### config.mk
export PLATFORM = sky130hd
export DESIGN_NAME = if_fetch
export DESIGN_NICKNAME = d
export VERILOG_FILES = /design/src/rtl/if_fetch_pkg.sv /design/src/rtl/if_fetch_pc_reg.sv /design/src/rtl/if_fetch.sv
export SDC_FILE = /design/constraint.sdc
export NUM_CORES = 1
export LEC_CHECK = 0
export ABC_AREA = 0
export CORE_MARGIN = 2
export CORE_UTILIZATION = 46
export DETAILED_ROUTE_END_ITERATION = 8
export PLACE_DENSITY = 0.93
export SLEW_MARGIN = 20
export SYNTH_ARGS = -nofsm -noshare
export SYNTH_HDL_FRONTEND = slang
export SYNTH_SLANG_ARGS = --single-unit
### constraint.sdc
create_clock -name clk -period 2.9 [get_ports clk]
set_clock_uncertainty 0.2 [all_clocks]
set_input_delay 0.58 -clock clk [delete_from_list [all_inputs] [get_ports clk]]
set_output_delay 0.58 -clock clk [all_outputs]
set_load 0.02 [all_outputs]
### src/rtl/if_fetch_pkg.sv
// rtl/if_fetch_pkg.sv - shared encodings and helpers for the instruction-fetch stage
// Contents: fetch FSM state encoding, default reset vector, next-pc unit opcodes,
//           and an alignment helper used on PC values.
package if_fetch_pkg;

  // Default reset vector of the core.
  localparam logic [31:0] IF_RESET_PC = 32'h0000_3000;

  // Fetch state machine encoding.
  typedef enum logic [2:0] {
    IF_IDLE  = 3'd0,
    IF_REQ   = 3'd1,
    IF_WAIT  = 3'd2,
    IF_VALID = 3'd3,
    IF_ERR   = 3'd4
  } if_state_t;

  // Next-pc unit selector, kept here so both stages share one definition.
  typedef enum logic [1:0] {
    NPC_PLUS4  = 2'd0,
    NPC_BRANCH = 2'd1,
    NPC_JUMP   = 2'd2,
    NPC_JREG   = 2'd3
  } npc_op_t;

  // Instruction addresses must be word aligned.
  function automatic logic pc_misaligned(input logic [31:0] pc);
    return pc[1:0] != 2'b00;
  endfunction

endpackage

### src/rtl/if_fetch_pc_reg.sv
// rtl/if_fetch_pc_reg.sv - architectural PC register with load enable
// Ports:
//   clk, rst_n  clock and asynchronous active-low reset (resets q to RESET_PC)
//   load        write d into the register at the next rising edge
//   d           next PC value
//   q           current PC value
module if_fetch_pc_reg
  import if_fetch_pkg::*;
#(
  parameter logic [31:0] RESET_PC = IF_RESET_PC
) (
  input  logic        clk,
  input  logic        rst_n,
  input  logic        load,
  input  logic [31:0] d,
  output logic [31:0] q
);

  always_ff @(posedge clk or negedge rst_n) begin
    if (!rst_n) begin
      q <= RESET_PC;
    end else if (load) begin
      q <= d;
    end
  end

endmodule

### src/rtl/if_fetch.sv
// rtl/if_fetch.sv - instruction-fetch stage: PC ownership, imem handshake, decode handoff
// Ports:
//   clk, rst_n                     clock, asynchronous active-low reset
//   npc_i                          next PC from the next-pc unit (derived from pc_o)
//   pc_o                           current architectural PC
//   imem_req, imem_addr            fetch request and address (address is pc_o)
//   imem_gnt, imem_rvalid,
//   imem_rdata                     memory grant, read-data valid, instruction word
//   inst_valid, inst_o, inst_pc,
//   inst_ready                     instruction handoff to decode
//   err_o                          sticky misaligned-PC error
module if_fetch
  import if_fetch_pkg::*;
#(
  parameter logic [31:0] RESET_PC = IF_RESET_PC
) (
  input  logic        clk,
  input  logic        rst_n,
  input  logic [31:0] npc_i,
  output logic [31:0] pc_o,
  output logic        imem_req,
  output logic [31:0] imem_addr,
  input  logic        imem_gnt,
  input  logic        imem_rvalid,
  input  logic [31:0] imem_rdata,
  output logic        inst_valid,
  output logic [31:0] inst_o,
  output logic [31:0] inst_pc,
  input  logic        inst_ready,
  output logic        err_o
);

  if_state_t state;
  logic      pc_load;

  // The PC only moves on an accepted handoff, and never to a misaligned
  // target: in that case it stays at the offending instruction's PC.
  assign pc_load = (state == IF_VALID) && inst_ready && !pc_misaligned(npc_i);

  if_fetch_pc_reg #(
    .RESET_PC(RESET_PC)
  ) u_pc_reg (
    .clk  (clk),
    .rst_n(rst_n),
    .load (pc_load),
    .d    (npc_i),
    .q    (pc_o)
  );

  assign imem_addr = pc_o;

  always_ff @(posedge clk or negedge rst_n) begin
    if (!rst_n) begin
      state      <= IF_IDLE;
      imem_req   <= 1'b0;
      inst_valid <= 1'b0;
      inst_o     <= 32'h0;
      inst_pc    <= 32'h0;
      err_o      <= 1'b0;
    end else begin
      case (state)
        IF_IDLE: begin
          if (pc_misaligned(RESET_PC)) begin
            state <= IF_ERR;
            err_o <= 1'b1;
          end else begin
            state    <= IF_REQ;
            imem_req <= 1'b1;
          end
        end
        // rvalid here can only be a stale response from before a reset.
        IF_REQ: begin
          if (imem_gnt) begin
            state    <= IF_WAIT;
            imem_req <= 1'b0;
          end
        end
        IF_WAIT: begin
          if (imem_rvalid) begin
            state      <= IF_VALID;
            inst_valid <= 1'b1;
            inst_o     <= imem_rdata;
            inst_pc    <= pc_o;
          end
        end
        IF_VALID: begin
          if (inst_ready) begin
            inst_valid <= 1'b0;
            if (pc_misaligned(npc_i)) begin
              state <= IF_ERR;
              err_o <= 1'b1;
            end else begin
              state    <= IF_REQ;
              imem_req <= 1'b1;
            end
          end
        end
        IF_ERR: begin
          state      <= IF_ERR;
          err_o      <= 1'b1;
          imem_req   <= 1'b0;
          inst_valid <= 1'b0;
        end
        default: begin
          state    <= IF_IDLE;
          imem_req <= 1'b0;
        end
      endcase
    end
  end

endmodule

==> results of run 1 <==
[final timing paths]
path / end / slack, ns
setup reg to reg: inst_o[31] / 0.80
min in group asynchronous: inst_o[9] / 0.50
max in group asynchronous: u_pc_reg.q[13] / 1.22
setup / recovery: imem_addr[13] / 0.58
hold reg to reg: err_o / 0.28
hold / removal: err_o / 0.28
[routing by layer]
layer  vias to the layer above  part of all wire [%]
li1                       1231                     -
met1                      1352                    41
met2                       110                    52
met3                        12                   5.4
met4                         0                   1.3
met5                         -                     0
[report_power, final]
group	switching (mW)	internal (mW)	total [mW]
registers	0.553	2.09	2.64
logic	1.81	2.42	4.23
clock network	0.483	0.487	0.970
[synthesized netlist by cell type, types with 2 or more instances]
master      n
buf_6       7
nand2_1     2
buf_12      6
nor2_1      3
mux2_2      6
dfrtp_1   100
mux2_4     88
a211oi_1    2
buf_4      32
o21ai_0     2
and2_1      2
dfstp_2     2
[timing repair]
| action | CTS | global route |
|---|---|---|
| buffers inserted | 0 | 0 |
| hold buffers | 1 | 0 |
| hold endpoints to repair | 29 | 0 |
[worst register-to-register path, stage by stage (launching register included)]
cell,delay [ns]
dfrtp_1,0.55
inv_2,0.10
nor4b_4,0.27
buf_12,0.42
mux2_2,0.46
[sequential cells by signal, summed over array words and instances, names as in the netlist]
signal and count:
u_pc_reg.q 32, inst_pc 32, state 3, imem_req 1
err_o 1, inst_valid 1, inst_o 32
[cell families (layout without fill, tap and decap cells)]
family	count (synthesis)	after routing	synth area share, %
mux	94	94	30.43
simple gates	14	14	2.166
buf+inv	48	222	9.896
flops	102	102	55.98
compound gates	10	10	1.535
[area by class of cell]
class / count / share of cell area [%]
Clock buffer: 9 / 1.883
Tap cell: 133 / 2.530
Multi-Input combinational cell: 118 / 23.93
Clock inverter: 7 / 1.465
Timing Repair Buffer: 204 / 31.23
Inverter: 2 / 0.1141
Sequential cell: 102 / 38.84
[through the flow]
| step | util, % | setup WS (ns) | total power [mW] | instances |
|---|---|---|---|---|
| after floorplan | - | 1.113 | 5.185 | 268 |
| after global placement | 65.54 | 0.3978 | 6.784 | 558 |
| after detailed placement | 65.54 | 0.3538 | 6.919 | 558 |
| after CTS | 67.92 | 0.5466 | 7.924 | 575 |
| after global routing | 67.92 | 0.5266 | 8.191 | 575 |
| final | 67.92 | 0.5837 | 7.846 | 575 |
==> results.yml, run 1 <==
global_route:
  grt_overflow: 0
  antenna_found_initial: 0
  use_met1_pct: 23.62
  grt_pass1_wl_um: 15970
  grt_max_degree: 74
  grt_pass1_vias: 2928
  grt_use_total_pct: 18.72
  use_met3_pct: 4.091
  grt_use_met2_pct: 31.74
  busiest_layer: "met2"
drt:
  drc: 0
  antenna_left: 0
  wl_um: 9942
  dr_total_vias: 2705
  wire_per_inst_um: 17.29
  via_per_inst: 4.704
  dr.pass1.iters: 4
  initialDrtViolationCount: 86
timing:
  rsz0062_at_grt: "no"
  fin_setup_tns_ns: 0
  fmax_mhz: 431.7
  relSlewSlack_pct: 66.75
  finalCritPeriodShare_pct: 79.87
  tightestPinTransition_ns: 0.4988
  setup_viol: 0
  hold_violations: 0
  post-route-min-period_ns: 2.316
  slew_violations: 0
  hold_ws_ns: 0.2839
pwr:
  power_density_nw_per_um2: 1193
  ir_drop_mv: 0.6465
  leakagePower_nw: 2.913
run:
  max-cap-violations: 0
cells_and_area:
  multi_input_area_um2: 1574
  drive_gt1_share_pct: 27.60
  layout_common_cells: "clkdlybuf4s50_1, dfrtp_1, mux2_4"
  postLayoutCellArea_um2: 6578
  layout_commonest_cell: "clkdlybuf4s50_1"
  fill_cells: 672
  antenna_cells: 0
  nNetsFinal: 506
  syn_to_final_growth_pct: 44.11
  register_area_um2: 2555
worst_hold_path:
  whs_path_depth: 1
  hold_class: "flop to flop"
  min_from: "err_o"
cts:
  clock_sinks: 102
  cts_tree: "yes"
  ctsHtreeMaxLevel: 3
  root_buffer: "clkbuf_8"
  cts_buffers: 9
  clock_latency_ns: 0.35
  post_cts_resized: 0
  cts_buffer_depth: 2
  path_clk_slew_ns: 0.09
logic_synthesis:
  yosysTopAreaCellShare_pct: 54.82
  ys_seq_area_share_pct: 55.98
  synthCells: 268
  yosys.area.top_type: "dfrtp_1"
  synth_fp_nets: 337
  ys_top_cells_by_area: "dfrtp_1, mux2_4, buf_4"
  yosysWarnings: 0
  synth.distinct_cells: 28
  syn_area_um2: 4564
  ys_seq_elements: 102
  async_reset_ff_share_pct: 100.0
  avgSynthCellArea_um2: 17.03
  synthFlopType: "dfrtp_1"
  synth_edf_count: 0
die:
  start_util_pct: 47.13
  ios: 200
  die_width_um: 103.6
  die_area_um2: 10740
  row_count: 36
  coreArea_um2: 9684
  fp.dieH_um: 103.6
worst_setup_path:
  path_buf_inv: 1
  cp-start-kind: "flop"
  path_class: "flop to primary output"
  crit_chain: "clkdlybuf4s50_1"
  worstRegToRegCells: 4
  worst_path_max_delay_cell: "clkdlybuf4s50_1"
  end_kind: "primary output"
  worst-path-max-fanout: 4
  worst-path-stages: 1
  max_stage_delay_ns: 0.62
  worst_ep_required_time_ns: 2.12
  crit_path_start: "u_pc_reg.q[13]"
  cp_top_family: "buffers and inverters"
  r2r-start: "state[1]"
  critical_path_arrival_ns: 1.54
place:
  dp_hpwl_um: 7173
  port_buffers: 199
  place.gp.congestion: 0.7712
  postPlaceCellArea_um2: 6347
status:
  status: "finished clean"
Power figures use the tool's default switching activity.
==> run 2: changes to the inputs <==
- CORE_UTILIZATION: 46 -> 38
- PLACE_DENSITY: 0.93 -> 0.82
- clock period: 2.9 -> 2 ns (I/O delays scaled with it)
==> results.yml, run 2 (synthesis results as in run 1) <==
cts:
  clock_latency_ns: 0.34
  cts_buffer_depth: 2
  cts_buffers: 9
  ctsHtreeMaxLevel: 3
  clock_sinks: 102
  root_buffer: "clkbuf_16"
  cts_tree: "yes"
  path_clk_slew_ns: 0.07
  cts_setup_buffers: 0
cells_and_area:
  fill_cells: 906
  drive_gt1_share_pct: 30.15
  antenna_cells: 0
  layout_commonest_cell: "clkdlybuf4s50_1"
  postLayoutCellArea_um2: 7023
  multi_input_area_um2: 1574
  register_area_um2: 2555
  syn_to_final_growth_pct: 53.87
  nNetsFinal: 525
  layout_common_cells: "clkdlybuf4s50_1, dfrtp_1, mux2_4"
  final_util_pct: 59.21
  largestRegisters: "inst_o: 32 flops, inst_pc: 32 flops, u_pc_reg.q: 32 flops"
pwr:
  power_mw: 11.79
  leakagePower_nw: 3.732
  ir_drop_mv: 0.8840
  power_density_nw_per_um2: 1679
worst_setup_path:
  end_kind: "primary output"
  cp-start-kind: "flop"
  crit_chain: "clkdlybuf4s50_1"
  worst_ep_required_time_ns: 1.40
  worst_path_max_delay_cell: "clkdlybuf4s50_1"
  worst-path-max-fanout: 4
  path_buf_inv: 1
  max_stage_delay_ns: 0.62
  cp_top_family: "buffers and inverters"
  path_class: "flop to primary output"
  critical_path_arrival_ns: 1.36
die:
  die_area_um2: 12900
  coreArea_um2: 11860
  fp.dieH_um: 113.6
  die_width_um: 113.6
  row_count: 40
  ios: 200
  start_util_pct: 38.48
timing:
  fmax_mhz: 511.2
  hold_violations: 0
  relSlewSlack_pct: 80.97
  fin_ws_ns: 0.04398
  setup_viol: 0
  tightestPinTransition_ns: 0.2855
  rsz0062_at_grt: "no"
  fin_setup_tns_ns: 0
  finalCritPeriodShare_pct: 97.80
  slew_violations: 0
  post-route-min-period_ns: 1.956
place:
  place.gp.congestion: 0.8076
  dp_slack_ns: -0.2111
  dp_hpwl_um: 7394
  postPlaceCellArea_um2: 6583
  port_buffers: 199
status:
  status: "finished clean"
global_route:
  grt_pass1_wl_um: 16080
  grt_overflow: 0
  antenna_found_initial: 0
  grt_pass1_vias: 3013
  grt_use_total_pct: 16.06
  grt_max_degree: 53
drt:
  drc: 0
  dr_total_vias: 2811
  wire_per_inst_um: 16.51
  initialDrtViolationCount: 147
  dr.pass1.iters: 4
  via_per_inst: 4.623
  antenna_left: 0
  wl_um: 10040
run:
  max-cap-violations: 0
worst_hold_path:
  hold_class: "primary input to asynchronous set/reset pin"
-- run 2: changes by cell type in the layout (fill, tap and decap cells not counted), sizes merged --
| cell | delta |
|---|---|
| dlymetal6s2s | +50 |
| clkbuf | +3 |
| clkinv | +1 |
| clkdlybuf4s50 | -59 |
| inv | -1 |
| buf | +19 |
| dlygate4sd2 | +9 |
| clkinvlp | -3 |
-- run 2: cell type report --
class                           instances  share of cell area (%)
Sequential cell                       102                   36.38
Timing Repair Buffer                  223                   33.97
Multi-Input combinational cell        118                   22.41
Clock buffer                           12                   3.510
Tap cell                              147                   2.619
Clock inverter                          4                  0.9977
Inverter                                2                  0.1069
-- run 2: where the power goes --
part           switching, mW  internal [mW]  total (mW)
clock                  0.730           1.13        1.86
sequential             0.714           3.04        3.76
combinational           2.68           3.50        6.17
-- run 2: what timing repair did --
item | 4_1_cts | 5_1_grt
endpoints found under the setup margin | 10 | 53
gates resized for setup | 9 | 50
hold buffers | 1 | 0
endpoints found under the hold margin | 100 | 0
-- run 2: worst paths after layout --
kind | start | endpoint | slack [ns] | cells past startpoint
worst max-delay path | u_pc_reg.q[29] | pc_o[29] | 0.04 | 1
worst min-delay path | rst_n | u_pc_reg.q[28] | 0.21 | 2
worst max register to register | state[2] | inst_o[25] | 0.21 | 4
worst min register to register | err_o | err_o | 0.29 | 1
max in group asynchronous | rst_n | u_pc_reg.q[13] | 0.86 | 3
min in group clk | err_o | err_o | 0.29 | 1
-- run 2: layer usage --
| metal | share of wire (%) | vias to the layer above | global-route usage [%] | wire length, µm |
|---|---|---|---|---|
| li1 | - | 1276 | - | - |
| met1 | 42 | 1417 | 20.28 | 4212 |
| met2 | 50 | 107 | 26.51 | 5068 |
| met3 | 5.9 | 11 | 3.773 | 597 |
| met4 | 1.6 | 0 | 6.992 | 161 |
| met5 | 0 | - | 0 | 0 |
-- run 2: stage by stage --
stage	hold slack, ns	instances
2_1_floorplan	-0.09559	268
3_3_place_gp	0.01078	591
3_5_place_dp	0.01380	591
4_1_cts	0.1905	608
5_1_grt	0.2050	608
6_report	0.2127	608
